### config.mk
export PLATFORM = sky130hd
export DESIGN_NAME = uart_tx_framer
export DESIGN_NICKNAME = d
export VERILOG_FILES = /design/src/rtl/uart_tx_framer.sv
export SDC_FILE = /design/constraint.sdc
export NUM_CORES = 1
export LEC_CHECK = 0
export CAP_MARGIN = 20
export CORE_MARGIN = 10
export CORE_UTILIZATION = 50
export DETAILED_ROUTE_END_ITERATION = 16
export GPL_TIMING_DRIVEN = 0
export PLACE_DENSITY = 0.83
export SYNTH_ARGS = -nofsm -noshare
export SYNTH_HDL_FRONTEND = slang
export SYNTH_SLANG_ARGS = --single-unit
### constraint.sdc
create_clock -name clk -period 1.95 [get_ports clk]
set_input_delay 0.195 -clock clk [delete_from_list [all_inputs] [get_ports clk]]
set_output_delay 0.195 -clock clk [all_outputs]
set_load 0.05 [all_outputs]
### src/rtl/uart_tx_framer.sv
// UART transmit framer: start bit, DATA_BITS LSB-first, optional parity, 1 or 2 stop bits.
// Optional line-break generation is compiled in when UART_TX_BREAK_EN is defined.
module uart_tx_framer #(
  parameter int DATA_BITS = 8
) (
  input  logic                 clk,
  input  logic                 rst,
  input  logic                 baud_tick,
  input  logic [DATA_BITS-1:0] tx_data,
  input  logic                 tx_valid,
  output logic                 tx_ready,
  input  logic                 parity_en,
  input  logic                 parity_odd,
  input  logic                 two_stop,
`ifdef UART_TX_BREAK_EN
  input  logic                 send_break,
`endif
  output logic                 tx,
  output logic                 tx_busy,
  output logic                 tx_done
);

  typedef enum logic [2:0] {
    IDLE,
    ALIGN,
    START,
    DATA,
    PARITY,
    STOP1,
    STOP2
  } state_t;

  localparam logic [2:0] LAST_IDX = 3'(DATA_BITS - 1);

  state_t                 state_reg, state_next;
  logic [DATA_BITS-1:0]   shreg_reg, shreg_next;
  logic [2:0]             bit_idx_reg, bit_idx_next;
  logic                   par_en_reg, par_en_next;
  logic                   par_bit_reg, par_bit_next;
  logic                   two_stop_reg, two_stop_next;
  logic                   tx_reg, tx_next;
  logic                   tx_ready_reg, tx_ready_next;
  logic                   tx_busy_reg, tx_busy_next;
  logic                   tx_done_reg, tx_done_next;
  logic                   break_req;

`ifdef UART_TX_BREAK_EN
  assign break_req = send_break;
`else
  assign break_req = 1'b0;
`endif

  always_ff @(posedge clk) begin
    if (rst) begin
      state_reg    <= IDLE;
      shreg_reg    <= '0;
      bit_idx_reg  <= '0;
      par_en_reg   <= 1'b0;
      par_bit_reg  <= 1'b0;
      two_stop_reg <= 1'b0;
      tx_reg       <= 1'b1;
      tx_ready_reg <= 1'b1;
      tx_busy_reg  <= 1'b0;
      tx_done_reg  <= 1'b0;
    end else begin
      state_reg    <= state_next;
      shreg_reg    <= shreg_next;
      bit_idx_reg  <= bit_idx_next;
      par_en_reg   <= par_en_next;
      par_bit_reg  <= par_bit_next;
      two_stop_reg <= two_stop_next;
      tx_reg       <= tx_next;
      tx_ready_reg <= tx_ready_next;
      tx_busy_reg  <= tx_busy_next;
      tx_done_reg  <= tx_done_next;
    end
  end

  // Next-state and datapath; the parity bit is resolved at accept so later
  // changes to tx_data or parity_odd cannot disturb the frame.
  always_comb begin
    state_next    = state_reg;
    shreg_next    = shreg_reg;
    bit_idx_next  = bit_idx_reg;
    par_en_next   = par_en_reg;
    par_bit_next  = par_bit_reg;
    two_stop_next = two_stop_reg;
    tx_done_next  = 1'b0;

    unique case (state_reg)
      IDLE: begin
        if (tx_valid && tx_ready_reg) begin
          shreg_next    = tx_data;
          par_en_next   = parity_en;
          par_bit_next  = (^tx_data) ^ parity_odd;
          two_stop_next = two_stop;
          state_next    = ALIGN;
        end
      end
      ALIGN: begin
        if (baud_tick) state_next = START;
      end
      START: begin
        if (baud_tick) begin
          state_next   = DATA;
          bit_idx_next = '0;
        end
      end
      DATA: begin
        if (baud_tick) begin
          if (bit_idx_reg == LAST_IDX) begin
            state_next = par_en_reg ? PARITY : STOP1;
          end else begin
            shreg_next   = shreg_reg >> 1;
            bit_idx_next = bit_idx_reg + 3'd1;
          end
        end
      end
      PARITY: begin
        if (baud_tick) state_next = STOP1;
      end
      STOP1: begin
        if (baud_tick) begin
          if (two_stop_reg) begin
            state_next = STOP2;
          end else begin
            state_next   = IDLE;
            tx_done_next = 1'b1;
          end
        end
      end
      STOP2: begin
        if (baud_tick) begin
          state_next   = IDLE;
          tx_done_next = 1'b1;
        end
      end
      default: state_next = IDLE;
    endcase
  end

  // Outputs are decoded from the upcoming state so that they register in step with it.
  always_comb begin
    tx_next       = 1'b1;
    tx_ready_next = 1'b0;
    tx_busy_next  = 1'b1;

    unique case (state_next)
      IDLE: begin
        tx_next       = ~break_req;
        tx_ready_next = ~break_req;
        tx_busy_next  = break_req;
      end
      START:   tx_next = 1'b0;
      DATA:    tx_next = shreg_next[0];
      PARITY:  tx_next = par_bit_next;
      default: tx_next = 1'b1;
    endcase
  end

  assign tx       = tx_reg;
  assign tx_ready = tx_ready_reg;
  assign tx_busy  = tx_busy_reg;
  assign tx_done  = tx_done_reg;

endmodule
==> impl_table.tex <==
\begin{tabular}{lr}
\hline
Metric & Value \\
\hline
\multicolumn{2}{l}{\textbf{Run status}} \\
Outcome & finished, final reports clean \\
\multicolumn{2}{l}{\textbf{Timing}} \\
Fin crit period & 1.84 ns \\
Worst-case setup margin in the final layout & 0.108 ns \\
Maximum clock skew at final layout & 0.0104 ns \\
Setup repair after global routing missed its margin & true \\
Period utilization & 94.4\% \\
Setup-violating endpoint count in the final report & 0 \\
Worst rel slew slack & 66.7\% \\
Final Hold Viols & 0 \\
Count of pins over their slew limit & 0 \\
Final hold slack & 0.171 ns \\
Slew of the pin with the lowest slew margin & 0.498 ns \\
Fmax & 543 MHz \\
Setup TNS & 0 ns \\
\multicolumn{2}{l}{\textbf{Clocking}} \\
Library cell used as clock root buffer & sky130\_fd\_sc\_hd\_\_clkbuf\_4 \\
Clock insertion delay at the later pin of the skew report & 0.30 ns \\
Clock net sink count & 21 \\
Hold-fix buffer count after cts & 0 \\
TritonCTS clock tree & done \\
TritonCTS buffer count & 3 \\
Worst-path clk slew & 0.12 ns \\
H-tree depth & 1 \\
Max clock buf depth & 2 \\
\multicolumn{2}{l}{\textbf{Setup path}} \\
Critical Path Start Type & flop \\
Cell family with the largest share of critical-path delay & compound AO/OA/AOI/OAI gates \\
Kind of critical path & reg -> reg \\
Required time reported for the critical path endpoint & 2.14 ns \\
Arr. time, crit path & 2.03 ns \\
Highest-delay cell along the critical path & sky130\_fd\_sc\_hd\_\_dfxtp\_1 \\
Combined buffer and inverter count along the critical path & 0 \\
Critical path endpoint category & flop \\
Delay of the slowest cell on the worst path & 0.35 ns \\
Cell chain of the critical path & ha\_1, ha\_2, a221o\_1, a211o\_1, a211oi\_2, o21bai\_1 \\
Largest fanout on the critical path & 5 \\
\multicolumn{2}{l}{\textbf{Die}} \\
Area inside the core boundary & 1980 sq um \\
Std-Cell Rows & 16 \\
Io pins & 19 \\
Die X-Extent & 66.0 microns \\
Die span in y & 66.0 microns \\
Die ar. & 4360 sq um \\
Effective utilization at floorplan & 53.5\% \\
\multicolumn{2}{l}{\textbf{Route}} \\
Remaining DRCs & 0 \\
Via/cell ratio & 5.79 \\
Starting DRT DRC Count & 57 \\
Final WL & 2260 microns \\
Drt wl/cell & 14.1 microns \\
Post-DRT Antenna Nets & 0 \\
Iteration count of the initial detailed-routing pass & 5 \\
Total number of vias & 932 \\
\multicolumn{2}{l}{\textbf{Global route}} \\
First-pass GRT wire length & 3710 microns \\
Vias in the first global route & 860 \\
Maximum number of pins on one net before global-route repair & 13 \\
Number of antenna violations at the first check in global routing & 0 \\
Total global routing overflow & 0 \\
All-layer global routing usage & 10.5\% \\
\multicolumn{2}{l}{\textbf{Yosys}} \\
Mean post-synth cell area & 9.38 sq um \\
Synth Register Bits & 21 \\
Number of cells produced by synthesis & 113 \\
Post-synth net total & 131 \\
Cell Area, Synth & 1060 sq um \\
Number of enable-type register cells in the synthesized netlist & 0 \\
Proportion of synthesized flip-flops having asynchronous set or reset & 0\% \\
Number of library cell types mapped by synthesis & 39 \\
Sequential share of the synthesized area & 39.7\% \\
Main synth FF type & sky130\_fd\_sc\_hd\_\_dfxtp\_1 \\
Yosys warning total & 0 \\
\multicolumn{2}{l}{\textbf{Final layout}} \\
Syn-to-layout area delta & 23.4\% \\
Area of all placed cells without fillers & 1310 sq um \\
Max reg flops & 8 \\
Share of the core filled with cells & 66.0\% \\
Post-layout net count & 153 \\
Fraction of layout cells with a size suffix above 1 & 11.9\% \\
Number of diodes added for antenna fixing & 0 \\
\multicolumn{2}{l}{\textbf{Pwr}} \\
Highest ir drop seen on vdd & 0.550 mV \\
Leakage & 0.000498 uW \\
Power per unit of standard cell area & 751 nW/um\^{}2 \\
\multicolumn{2}{l}{\textbf{Placed design}} \\
Total half-perimeter wirelength after legalization and detailed placement & 1770 microns \\
Buffers on Ports & 17 \\
Post-placement cell area & 1260 sq um \\
Post-Place Setup Slack & 0.105 ns \\
Final weighted congestion in routability-driven placement & 0.866 \\
\multicolumn{2}{l}{\textbf{Min path}} \\
Type of the worst min-delay path & in -> reg \\
\multicolumn{2}{l}{\textbf{Job}} \\
Number of maximum-capacitance violations & 0 \\
\hline
\end{tabular}
==> tightest hold or removal path: cells and delay by family <==
family | cells | cell delay, ns
buffers and inverters | 1 | 0.11
and+or+nand+nor | 2 | 0.12
==> cell type report <==
type	instances	area, sq um
flip-flops and latches	21	420
fillers	149	674
inverters	1	3.75
clock buffers	3	22.5
multi-input cells	84	611
plain buffers	7	41.3
well taps	27	33.8
repair buffers	17	170
clock inverters	1	5.00
==> per-stage QoR <==
stage	std cells	power (uW)
2_1_floorplan	113	696
3_3_place_gp	157	775
3_5_place_dp	157	780
4_1_cts	161	978
5_1_grt	161	1030
6_report	161	982
==> synth_stat cells (2+ instances only) <==
cell	instances	area, sq um
sky130_fd_sc_hd__o21bai_1	2	15.0
sky130_fd_sc_hd__nor3_1	3	15.0
sky130_fd_sc_hd__a211o_1	2	17.5
sky130_fd_sc_hd__mux2i_1	5	50.1
sky130_fd_sc_hd__clkbuf_1	2	7.51
sky130_fd_sc_hd__ha_1	3	37.5
sky130_fd_sc_hd__nor2_1	16	60.1
sky130_fd_sc_hd__o21ai_0	2	10.0
sky130_fd_sc_hd__dfxtp_1	21	420
sky130_fd_sc_hd__xnor2_1	5	43.8
sky130_fd_sc_hd__nand4_1	2	12.5
sky130_fd_sc_hd__a211oi_1	2	15.0
sky130_fd_sc_hd__nand2_1	6	22.5
sky130_fd_sc_hd__a21oi_1	6	30.0
sky130_fd_sc_hd__a222oi_1	6	60.1
sky130_fd_sc_hd__buf_2	3	15.0
sky130_fd_sc_hd__nor2b_1	5	31.3
==> cells in the final DEF, fill, tap and decap left out, types with 3 or more instances in the layout <==
cell / netlist / final
sky130_fd_sc_hd__dfxtp_1: 21 / 21
sky130_fd_sc_hd__clkdlybuf4s50_1: 0 / 17
sky130_fd_sc_hd__nor2_1: 16 / 15
sky130_fd_sc_hd__nand2_1: 6 / 6
sky130_fd_sc_hd__a222oi_1: 6 / 6
sky130_fd_sc_hd__a21oi_1: 6 / 6
sky130_fd_sc_hd__nor2b_1: 5 / 5
sky130_fd_sc_hd__mux2i_1: 5 / 5
sky130_fd_sc_hd__xnor2_1: 5 / 5
sky130_fd_sc_hd__buf_2: 3 / 3
sky130_fd_sc_hd__nor3_1: 3 / 3
sky130_fd_sc_hd__clkbuf_4: 0 / 3
==> where the power goes <==
group | internal [uW] | total [uW] | switching, uW
registers | 465 | 486 | 20.5
logic | 139 | 292 | 153
clock network | 76.3 | 204 | 128
==> routing by layer <==
layer  share of wire [%]  wire [microns]  vias to the layer above  global-route usage (%)
li1                    -               -                      464                       -
met1                  44             998                      429                    12.6
met2                  49            1100                       35                    17.8
met3                 6.3             143                        4                    3.05
met4                0.75              17                        0                    3.14
met5                   0               0                        -                       0
==> path summary, 6_finish.rpt <==
kind                  start        endpoint  slack, ns  depth (start not counted)
max          bit_idx_reg[0]              tx       0.11                          6
min               baud_tick         tx_done       0.17                          3
max reg2reg  bit_idx_reg[0]              tx       0.11                          6
min reg2reg  bit_idx_reg[1]  bit_idx_reg[1]       0.47                          2
==> logic make-up (layout without fill, tap and decap cells) <==
| kind of cell | count (synthesis) | in the layout | share of synthesized area [%] |
|---|---|---|---|
| xor+xnor | 7 | 7 | 7.08 |
| simple gates | 40 | 40 | 18.9 |
| buf+inv | 8 | 29 | 4.25 |
| compound gates | 29 | 29 | 21.8 |
| mux | 5 | 5 | 4.72 |
| flops | 21 | 21 | 39.7 |
| fa+ha+maj | 3 | 3 | 3.54 |
==> repair_timing <==
action / 4_1_cts / 5_1_grt
setup buffers: 0 / 0
setup endpoints to repair: 0 / 8
gates resized for setup: 0 / 4
(Power assumes the default switching activity.)
